## src/rtl/ram_arbiter_pkg.sv

```systemverilog
// Shared types and constants for the single-port RAM arbiter.
// No logic here; state encoding and data width only.
// Imported by the arbiter top and its priority picker.
package ram_arbiter_pkg;

  localparam int DATA_W = 32;

  // Two-bit encoding: one access phase and one response phase per RAM cycle pair.
  typedef enum logic [1:0] {
    S_IDLE   = 2'd0,
    S_ACCESS = 2'd1,
    S_RESP   = 2'd2
  } state_e;

endpackage

```

## src/rtl/ram_arbiter_picker.sv

```systemverilog
// Round-robin priority picker: first set request at or after ptr, with wrap.
// Latency: purely combinational, zero cycles.
// Backpressure: none; the caller decides when the pick is consumed.
module ram_arbiter_picker #(
  parameter int NREQ  = 3,
  parameter int IDX_W = $clog2(NREQ)
) (
  input  logic [NREQ-1:0]  req,
  input  logic [IDX_W-1:0] ptr,
  output logic [NREQ-1:0]  onehot,
  output logic [IDX_W-1:0] idx,
  output logic             any
);

  int j;

  // Scan NREQ positions starting at ptr; the first hit wins.
  always_comb begin
    onehot = '0;
    idx    = '0;
    any    = 1'b0;
    j      = 0;
    for (int k = 0; k < NREQ; k++) begin
      j = int'(ptr) + k;
      if (j >= NREQ) j = j - NREQ;
      if (!any && req[j]) begin
        any       = 1'b1;
        onehot[j] = 1'b1;
        idx       = IDX_W'(j);
      end
    end
  end

endmodule

```

## src/rtl/ram_arbiter.sv

```systemverilog
// Round-robin arbiter sharing one single-port RAM among NREQ requesters.
// Latency: req seen in IDLE -> ACCESS next cycle -> ack/rdata the cycle after; 1 access per 2 cycles.
// Backpressure: requesters hold req until done; burst capped at MAX_BURST, then re-arbitration.
module ram_arbiter
  import ram_arbiter_pkg::*;
#(
  parameter int NREQ       = 3,
  parameter int ADDR_WIDTH = 16,
  parameter int MAX_BURST  = 16
) (
  input  logic                       clk,
  input  logic                       rst_n,
  input  logic [NREQ-1:0]            req,
  input  logic [NREQ-1:0]            req_we,
  input  logic [NREQ*ADDR_WIDTH-1:0] req_addr,
  input  logic [NREQ*DATA_W-1:0]     req_wdata,
  output logic [NREQ-1:0]            gnt,
  output logic [NREQ-1:0]            ack,
  output logic [DATA_W-1:0]          rdata,
  output logic [ADDR_WIDTH-1:0]      ram_addr,
  output logic [DATA_W-1:0]          ram_din,
  output logic                       ram_we,
  output logic                       ram_rd,
  input  logic [DATA_W-1:0]          ram_dout
);

  localparam int IDX_W = $clog2(NREQ);
  localparam int CNT_W = $clog2(MAX_BURST + 1);

  state_e             state_q, state_d;
  logic [NREQ-1:0]    gnt_q, gnt_d;
  logic [NREQ-1:0]    ack_q, ack_d;
  logic [IDX_W-1:0]   own_q, own_d;
  logic [IDX_W-1:0]   ptr_q, ptr_d;
  logic [CNT_W-1:0]   cnt_q, cnt_d;
  logic [DATA_W-1:0]  rdata_q, rdata_d;

  logic [IDX_W-1:0]      ptr_nxt;
  logic [IDX_W-1:0]      pick_ptr;
  logic [NREQ-1:0]       pick_onehot;
  logic [IDX_W-1:0]      pick_idx;
  logic                  pick_any;
  logic [ADDR_WIDTH-1:0] own_addr;
  logic [DATA_W-1:0]     own_wdata;
  logic                  own_we;

  // Pointer just past the current owner; in RESP the re-pick must already see it.
  assign ptr_nxt  = (own_q == IDX_W'(NREQ - 1)) ? '0 : own_q + IDX_W'(1);
  assign pick_ptr = (state_q == S_RESP) ? ptr_nxt : ptr_q;

  ram_arbiter_picker #(
    .NREQ  (NREQ),
    .IDX_W (IDX_W)
  ) u_picker (
    .req    (req),
    .ptr    (pick_ptr),
    .onehot (pick_onehot),
    .idx    (pick_idx),
    .any    (pick_any)
  );

  assign own_addr  = req_addr[int'(own_q)*ADDR_WIDTH +: ADDR_WIDTH];
  assign own_wdata = req_wdata[int'(own_q)*DATA_W +: DATA_W];
  assign own_we    = req_we[own_q];

  // RAM strobes are decoded from state so reset drops them immediately; bus is 0 outside ACCESS.
  always_comb begin
    ram_we   = 1'b0;
    ram_rd   = 1'b0;
    ram_addr = '0;
    ram_din  = '0;
    if (state_q == S_ACCESS) begin
      ram_we   = own_we;
      ram_rd   = ~own_we;
      ram_addr = own_addr;
      ram_din  = own_wdata;
    end
  end

  // Next-state: grant on IDLE, complete access in ACCESS, continue/re-arbitrate in RESP.
  always_comb begin
    state_d = state_q;
    gnt_d   = gnt_q;
    own_d   = own_q;
    ptr_d   = ptr_q;
    cnt_d   = cnt_q;
    rdata_d = rdata_q;
    ack_d   = '0;
    case (state_q)
      S_IDLE: begin
        if (pick_any) begin
          gnt_d   = pick_onehot;
          own_d   = pick_idx;
          cnt_d   = '0;
          state_d = S_ACCESS;
        end
      end
      S_ACCESS: begin
        // Withdrawal of req here is deliberately ignored; the access completes.
        ack_d   = gnt_q;
        if (ram_rd) rdata_d = ram_dout;
        cnt_d   = cnt_q + CNT_W'(1);
        state_d = S_RESP;
      end
      S_RESP: begin
        if (req[own_q] && (cnt_q < CNT_W'(MAX_BURST))) begin
          state_d = S_ACCESS;
        end else begin
          ptr_d = ptr_nxt;
          if (pick_any) begin
            gnt_d   = pick_onehot;
            own_d   = pick_idx;
            cnt_d   = '0;
            state_d = S_ACCESS;
          end else begin
            gnt_d   = '0;
            state_d = S_IDLE;
          end
        end
      end
      default: begin
        gnt_d   = '0;
        state_d = S_IDLE;
      end
    endcase
  end

  // State and output registers; async reset aborts any in-flight access without an ack.
  always_ff @(posedge clk or negedge rst_n) begin
    if (!rst_n) begin
      state_q <= S_IDLE;
      gnt_q   <= '0;
      ack_q   <= '0;
      own_q   <= '0;
      ptr_q   <= '0;
      cnt_q   <= '0;
      rdata_q <= '0;
    end else begin
      state_q <= state_d;
      gnt_q   <= gnt_d;
      ack_q   <= ack_d;
      own_q   <= own_d;
      ptr_q   <= ptr_d;
      cnt_q   <= cnt_d;
      rdata_q <= rdata_d;
    end
  end

  assign gnt   = gnt_q;
  assign ack   = ack_q;
  assign rdata = rdata_q;

endmodule
```

## config.mk

```make
export PLATFORM = sky130hd
export DESIGN_NAME = ram_arbiter
export DESIGN_NICKNAME = d
export VERILOG_FILES = /design/src/rtl/ram_arbiter_pkg.sv /design/src/rtl/ram_arbiter_picker.sv /design/src/rtl/ram_arbiter.sv
export SDC_FILE = /design/constraint.sdc
export NUM_CORES = 1
export LEC_CHECK = 0
export CORE_ASPECT_RATIO = 0.6
export CORE_MARGIN = 5
export CORE_UTILIZATION = 31
export DETAILED_ROUTE_END_ITERATION = 12
export HOLD_SLACK_MARGIN = 0.03
export PLACE_DENSITY_LB_ADDON = 0.1
export RECOVER_POWER = 100
export SLEW_MARGIN = 20
export SYNTH_ARGS = -nofsm -noshare
export SYNTH_HDL_FRONTEND = slang
export SYNTH_SLANG_ARGS = --single-unit
```

## constraint.sdc

```tcl
create_clock -name clk -period 2.8 [get_ports clk]
set_input_delay 0.42 -clock clk [delete_from_list [all_inputs] [get_ports clk]]
set_output_delay 0.42 -clock clk [all_outputs]
set_load 0.1 [all_outputs]
```

; ---- Word level (Yosys, flattened, before mapping)
; Index checks and enable logic that the tools add are counted.
[classes]
n_shift = 2
order_cmp = 11
n_addsub = 7
n_reduce_logical = 16
bitwise_logic = 5
eq_ne = 5
muxes = 52
[ops]
columns = op, count
row1 = $mux W32, 4
row2 = $ge A32 B1 Y1 const B, 3
row3 = $lt A32 B4 Y1 const B, 3
row4 = $shiftx A96 B8 Y32, 1
row5 = $ge A32 B3 Y1 const B, 2
row6 = $sub A32 B3 Y32 const B, 2
row7 = $shiftx A48 B7 Y16, 1
row8 = $mux W3, 7
row9 = $mux W1, 18
row10 = $mux W16, 1
row11 = $mux W2, 8
row12 = $pmux W5 S3, 1
row13 = $bmux W1 S2, 5
row14 = $mux W5, 2
row15 = $pmux W3 S3, 1
row16 = $reduce_and A2 Y1, 4
row17 = $demux W1 S2, 3
row18 = $logic_and A1 B1 Y1, 6
row19 = $or A3 B3 Y3, 2
row20 = $pmux W2 S3, 1
row21 = $add A5 B1 Y5 const B, 1
row22 = $lt A5 B5 Y1 const B, 1
row23 = $eq A2 B2 Y1 const B, 2
row24 = $ne A2 B2 Y1 const B, 2
row25 = 14 further kinds, 17
[totals]
elab_cells = 105
reg_bits = 49
input_bits = 184
out_inout_bits = 88

; ---- Depth between registers and ports, before layout
; Gate-level depths: netlist of run 1.
[logic_depth]
word_depth = 18
mapped_depth = 12
ltp_nobuf = 10

; ---- Cells and area by module
; Synthesis of run 1 repeated with hierarchy kept, for this count alone.
[unflattened]
cells_unflattened = 411
hier_area_um2 = 3729.8
[modules_own_cells]
columns = mod, seq_area_each_um2, instances, area_each_um2, cells_per_inst
row1 = ram_arbiter, 1226.2, 1, 3348.2, 359
row2 = ram_arbiter_picker, 0.0, 1, 381.6, 52

; ---- Least setup slack after synthesis of run 1
; Ideal clock, no wire load.
[synth_path]
path_kind = register to output
startpoint = reg own_q[0]
endpoint = out ram_addr[0]
path_buffers = 3
path_slack_ps = -229
path_stages_with_launch = 7
t_arrival_ps = 2609
t_required_ps = 2380
path_cell_list = dfrtp_1 -> buf_6 -> nor2b_1 -> clkbuf_1 -> buf_1 -> a21oi_1 -> nor2_1
[synth_via]
elab_chain_cells = 2
[synth_lines]
columns = element, line
row1 = from (decl), ram_arbiter.sv:33  ; logic [IDX_W-1:0] own_q, own_d;
row2 = from (signal assigned), ram_arbiter.sv:142  ; own_q <= own_d;
row3 = $shiftx A48 B7 Y16, ram_arbiter.sv:62  ; assign own_addr = req_addr[int'(own_q)*ADDR_WIDTH +: ADDR_WIDTH];
row4 = $mux W16, ram_arbiter.sv:72  ; if (state_q == S_ACCESS) begin
row5 = to (decl), ram_arbiter.sv:20  ; output logic [ADDR_WIDTH-1:0] ram_addr,
; Every way passes these cells.

; ---- Final worst setup path of run 1
[layout_path]
startpoint = reg state_q[1]
endpoint = reg gnt_q[0], in the netlist gnt[0]
[layout_via]
elab_chain_cells = 17
elab_cells_between_ends = 59
classes_between = add/sub: 5 / order compare: 9 / eq/ne: 4 / mux: 29 / bitwise: 3 / reduce/logical: 9
[layout_lines]
columns = element, line
row1 = from (decl), ram_arbiter.sv:30  ; state_e state_q, state_d;
row2 = from (signal assigned), ram_arbiter.sv:139  ; state_q <= state_d;
row3 = branches (longest 17 deep; another with $sub A32 B3 Y32), -
row4 = to (signal assigned), ram_arbiter.sv:140  ; gnt_q <= gnt_d;
row5 = to (decl), ram_arbiter.sv:31  ; logic [NREQ-1:0] gnt_q, gnt_d;
; Parallel ways; which one is timed is not known. The select of a mux whose other input is x is not followed.
; A chain may end at the register's enable or synchronous reset.

==> metrics.csv, run 1 <==
metric,value,unit
setup_viol,0,
area_delta_synth_final,82.6,%
grt_start_max_net_pins,45,
cts_buffer_depth,2,
slew_viol_final,40,
syn_area,3440,sq um
synth_edf_count,0,
critPathCaptureType,flip-flop,
maxCapViolCount,1,
avgSynthCellArea,8.65,sq um
slew_headroom,-35.8,%
drive_gt1_share,20.4,%
overflow,0,
ioPinCount,272,
status,"complete, but fails checks",
hp-class,flip-flop to flip-flop,
finalSetupTns,0,ns
post_drt_wl_per_cell,18.5,microns
path_cells,nand2b_2 > mux2_2 > inv_1 > ha_1 > mux2i_1 > o21ai_1 > a21oi_2 > nor3b_2 > buf_4 > a32o_1,
grt.total_usage,20.6,%
mostFrequentLayoutCells,"clkdlybuf4s50_1, nor2_1, mux2i_1, a21oi_1, dfrtp_1",
skew,0.00321,ns
clockRootBuffer,clkbuf_16,
htree_levels,2,
cts-buffers-inserted,5,
clkSlewWorstSetupHoldPaths,0.07,ns
synthArstFlopShare,100,%
preCtsSetupSlack,0.0876,ns
antenna_found_initial,0,
cts_tree,yes,
synth_seq_cells,49,
timing_worst_slew_pin_value,2.04,ns
rows,29,
grt_pass1_wl,22.3,mm
wl,14.8,mm
grt_pass1_vias,3942,
met3WireLength,1.06,mm
drc,0,
critPathRequiredTime,3.03,ns
postSynthCellCount,398,
die_w,146,microns
worstPathMaxFanout,7,
nets,850,
chipHeight,91.6,microns
synth_seq_area_share,35.6,%
wl_met2,7.62,mm
fmax,0.378,GHz
ant_nets,0,
yosys_warnings,0,
vias,3925,
rsz0062_at_grt,false,
finalHoldViolCount,0,
die_area,13400,sq um
vias_per_cell,4.90,
slowest_delay,0.42,ns
synth_nets,587,
violations,"max-capacitance violations, max-slew violations",
gp_congestion,0.905,
drtIter0Drc,148,
slowest_stage,dfrtp_1,
cts_sinks,49,
ys.flop_type,dfrtp_1,
fin_crit,2.65,ns
core_area,10700,sq um
final_common_cell,clkdlybuf4s50_1,
dp_hpwl,12.0,mm
finalCritPeriodShare,94.5,%
wl_met1,5.94,mm
ys_types,38,
portBuffers,271,
highest_layer,met4,
critPathKind,flip-flop to flip-flop,
clk_latency,0.29,ns
holdBufCountCts,0,
diodes,0,
worst_slack,0.153,ns
start_util,32.2,%
start_kind,flip-flop,
crit_arrival,2.87,ns
first_pass_iters,4,
[critical path: cells and delay by family (launching register included)]
kind                       cells  cell delay [ns]
DFF                            1             0.42
muxes                          2             0.51
buffers and inverters          2             0.32
and+or+nand+nor                2             0.50
AOI/OAI and AO/OA              3             0.57
adders and majority gates      1             0.27
[cell usage after synthesis, drive strengths merged, types with 2 or more instances]
cell type | count | area [sq um]
buf | 11 | 58.8
nor2b | 3 | 18.8
nand2 | 11 | 41.3
dfrtp | 49 | 1230
o21ai | 9 | 45.0
a22o | 3 | 26.3
a32o | 2 | 20.0
and2 | 4 | 25.0
a211o | 3 | 26.3
o211ai | 2 | 15.0
a211oi | 2 | 15.0
nand2b | 6 | 37.5
nor2 | 104 | 390
nand4 | 2 | 12.5
inv | 9 | 33.8
ha | 5 | 62.6
clkbuf | 19 | 71.3
mux2 | 36 | 413
mux2i | 52 | 521
a21oi | 52 | 264
nand3b | 2 | 15.0
[per-stage QoR]
stage,hold slack [ns],instances,utilization [%],cell area [sq um]
final,0.507,801,58.7,6290
after detailed placement,0.497,793,63.5,6800
after global placement,0.488,793,63.5,6800
after global routing,0.519,801,58.7,6290
after floorplan,0.124,398,-,3490
after CTS,0.262,801,65.0,6960
[final cells by class]
type | count | area [sq um]
clock inverter | 1 | 8.76
fill | 968 | 4420
sequential | 49 | 1230
multi-input combinational | 310 | 2110
timing repair buffer | 286 | 2580
clock buffer | 7 | 153
tap | 139 | 174
inverter | 9 | 33.8
[sequential cells by signal, summed over array words and instances (netlist names)]
name	flops
gnt	3
ptr_q	2
ack	3
rdata	32
cnt_q	5
state_q	2
own_q	2
[cell families after synthesis]
logic type / after synthesis / synth area share (%)
AO/OA/AOI/OAI: 81 / 13.9
XOR/XNOR: 1 / 0.254
adder cells (fa/ha/maj): 5 / 1.82
buffers and inverters: 39 / 4.76
flip-flops: 49 / 35.6
multiplexers: 88 / 27.1
AND/OR/NAND/NOR: 135 / 16.6
[per-layer routing]
| layer | track usage [%] | vias up |
|---|---|---|
| met5 | 0 | - |
| met4 | 3.05 | 0 |
| met3 | 5.62 | 13 |
| met2 | 38.0 | 164 |
| met1 | 24.9 | 1850 |
| li1 | - | 1898 |
[what timing repair did]
action                                  CTS  global route
setup buffers                             0             0
endpoints found under the hold margin     0             0
endpoints found under the setup margin    0             7
gates resized for setup                   0             3
[final timing paths]
kind,startpoint,endpoint,slack (ns),depth (start not counted)
worst min-delay path,rdata[6],rdata[6],0.51,1
max in group asynchronous,rst_n,own_q[1],0.78,1
worst min register to register,rdata[6],rdata[6],0.51,1
worst max-delay path,state_q[1],gnt[0],0.15,10
min in group asynchronous,rst_n,rdata[3],0.70,1
worst max register to register,state_q[1],gnt[0],0.15,10
Power of run 1 is left out: the tool's default activity adds up to more than one toggle a clock period on the data nets, which glitch-free logic cannot reach.
==> run 2: changes to the inputs <==
Settings changed: CORE_UTILIZATION 31 to 40, DONT_BUFFER_PORTS from default to 1.
==> metrics.csv, run 2 (synthesis gave the netlist of run 1 again) <==
metric,value,unit,change
htree_levels,2,,unchanged
stdcell_area,4300,sq um,-32%
vias_per_cell,5.50,,+12%
slowest_stage,ha_1,,
setup_viol,0,,unchanged
cts_sinks,49,,unchanged
timing_worst_slew_pin_value,1.17,ns,-0.865 ns
fillers,801,,-17%
diodes,0,,unchanged
slew_viol_final,0,,-100%
cts-buffers-inserted,5,,unchanged
post_drt_wl_per_cell,20.4,microns,+11%
worst_slack,0.168,ns,+0.0150 ns
grt_start_max_net_pins,50,,+11%
skew,0.00325,ns,+0.0000435 ns
first_pass_iters,4,,unchanged
clkSlewWorstSetupHoldPaths,0.06,ns,about the same
hp-class,input pin to flip-flop,,
drtIter0Drc,114,,-23%
crit_family,multiplexers,,
fmax,0.380,GHz,+0.57%
whs_endpoint,rdata[1],,
rsz0062_at_grt,false,,
gp_congestion,0.850,,-6.1%
drive_gt1_share,36.7,%,+16 points
critPathKind,flip-flop to flip-flop,,
holdPathStages,1,,unchanged
grt.total_usage,19.0,%,-1.7 points
path_cells,nand2b_1 > mux2_1 > ha_1 > a211o_1 > a21oi_2 > nor3b_4 > mux2_4,,
worstHoldStart,ram_dout[1],,
rows,26,,-10%
antenna_found_initial,0,,unchanged
die_area,10600,sq um,-21%
worst-path-buf-inv,0,,-2
maxCapViolCount,0,,-1
largest_register_ffs,32,,unchanged
dp_hpwl,9.32,mm,-22%
portBuffers,0,,-100%
die_w,130,microns,-11%
rr_startpoint,state_q[1],,
vias,3029,,-23%
r2r_setup_slack,0.17,ns,+0.02 ns
start_kind,flip-flop,,
clk_latency,0.28,ns,about the same
grt_pass1_vias,2889,,-27%
nets,628,,-26%
fin_crit,2.63,ns,-0.0150 ns
preCtsSetupSlack,0.139,ns,+0.0516 ns
finalHoldViolCount,0,,unchanged
clockRootBuffer,clkbuf_16,,
slowest_delay,0.49,ns,+0.07 ns
reg2reg_to,own_q[1],,
critPathRequiredTime,2.97,ns,-0.06 ns
slew_headroom,21.9,%,+58 points
cts_tree,yes,,
drc,0,,unchanged
overflow,0,,unchanged
finalCritPeriodShare,94.0,%,-0.54 points
mostFrequentLayoutCells,"nor2_1, mux2i_1, a21oi_1, nor2_2, dfrtp_1",,
ant_nets,0,,unchanged
wl,11.3,mm,-24%
start_util,40.7,%,+8.5 points
core_area,8460,sq um,-21%
status,finished clean,,
chipHeight,81.9,microns,-11%
critPathCaptureType,flip-flop,,
final_common_cell,nor2_1,,
area_delta_synth_final,24.9,%,
grt_pass1_wl,15.7,mm,-30%
crit_arrival,2.80,ns,-0.07 ns
ioPinCount,272,,unchanged
dpl-instance-area,4670,sq um,-31%
cts_buffer_depth,2,,unchanged
r2r.worst_path.cells,7,,-3
worstPathMaxFanout,12,,+5
finalSetupTns,0,ns,unchanged
## run 2: cell types whose count changed in the layout (fill, tap and decap cells not counted), moves of 5 or more
| cell | before | now |
|---|---|---|
| buf_4 | 10 | 24 |
| buf_6 | 19 | 2 |
| clkbuf_1 | 41 | 1 |
| clkbuf_2 | 7 | 2 |
| clkbuf_4 | 19 | 26 |
| clkdlybuf4s50_1 | 182 | 0 |
| nor2_1 | 84 | 55 |
| nor2_2 | 20 | 49 |
## run 2: stage by stage
stage / cells / utilization [%] / hold WS, ns
finish: 551 / 50.9 / 0.284
global route: 551 / 50.9 / 0.274
CTS: 548 / 57.4 / 0.279
detailed placement: 539 / 55.2 / 0.125
global placement: 539 / 55.2 / 0.125
floorplan: 398 / - / 0.124
## run 2: worst max-delay path by stage
stage,cells past startpoint,end,startpoint,slack (ns)
after global placement,9,own_q[1],state_q[1],0.25
final,7,own_q[1],state_q[1],0.17
after detailed placement,9,own_q[1],state_q[1],0.14
after CTS,7,ram_rd,own_q[0],0.01
after global routing,7,ram_rd,own_q[0],0.02
after floorplan,5,ram_din[10],own_q[0],0.06
## run 2: repair_timing
item / CTS / global route
setup endpoints to repair: 1 / 33
resized for setup: 1 / 2
pin swaps: 0 / 1
hold buffers: 2 / 0
hold endpoints to repair: 49 / 0
cloned: 0 / 0
setup buffers: 0 / 3
## run 2: area by class of cell
| class | count | area, sq um | share of cell area, % |
|---|---|---|---|
| Multi-Input combinational cell | 310 | 2190 | 50.8 |
| Tap cell | 112 | 140 | 3.26 |
| Sequential cell | 49 | 1230 | 28.6 |
| Clock inverter | 1 | 7.51 | 0.175 |
| Inverter | 9 | 33.8 | 0.785 |
| Timing Repair Buffer | 64 | 567 | 13.2 |
| Clock buffer | 6 | 139 | 3.23 |
## run 2: per-layer routing
metal	global-route usage, %	part of all wire [%]	vias up
met1	25.6	41	1445
met5	0	0	-
li1	-	-	1449
met3	5.65	8.4	6
met2	30.4	50	129
met4	3.84	0.70	0
## run 2: worst register-to-register path, stage by stage (launching register included)
cell and delay, ns:
dfrtp_1 0.41, nand2b_1 0.21, mux2_1 0.39, ha_1 0.49, a211o_1 0.19, a21oi_2 0.10, nor3b_4 0.40, mux2_4 0.33
Power of run 2 is left out for the same reason.
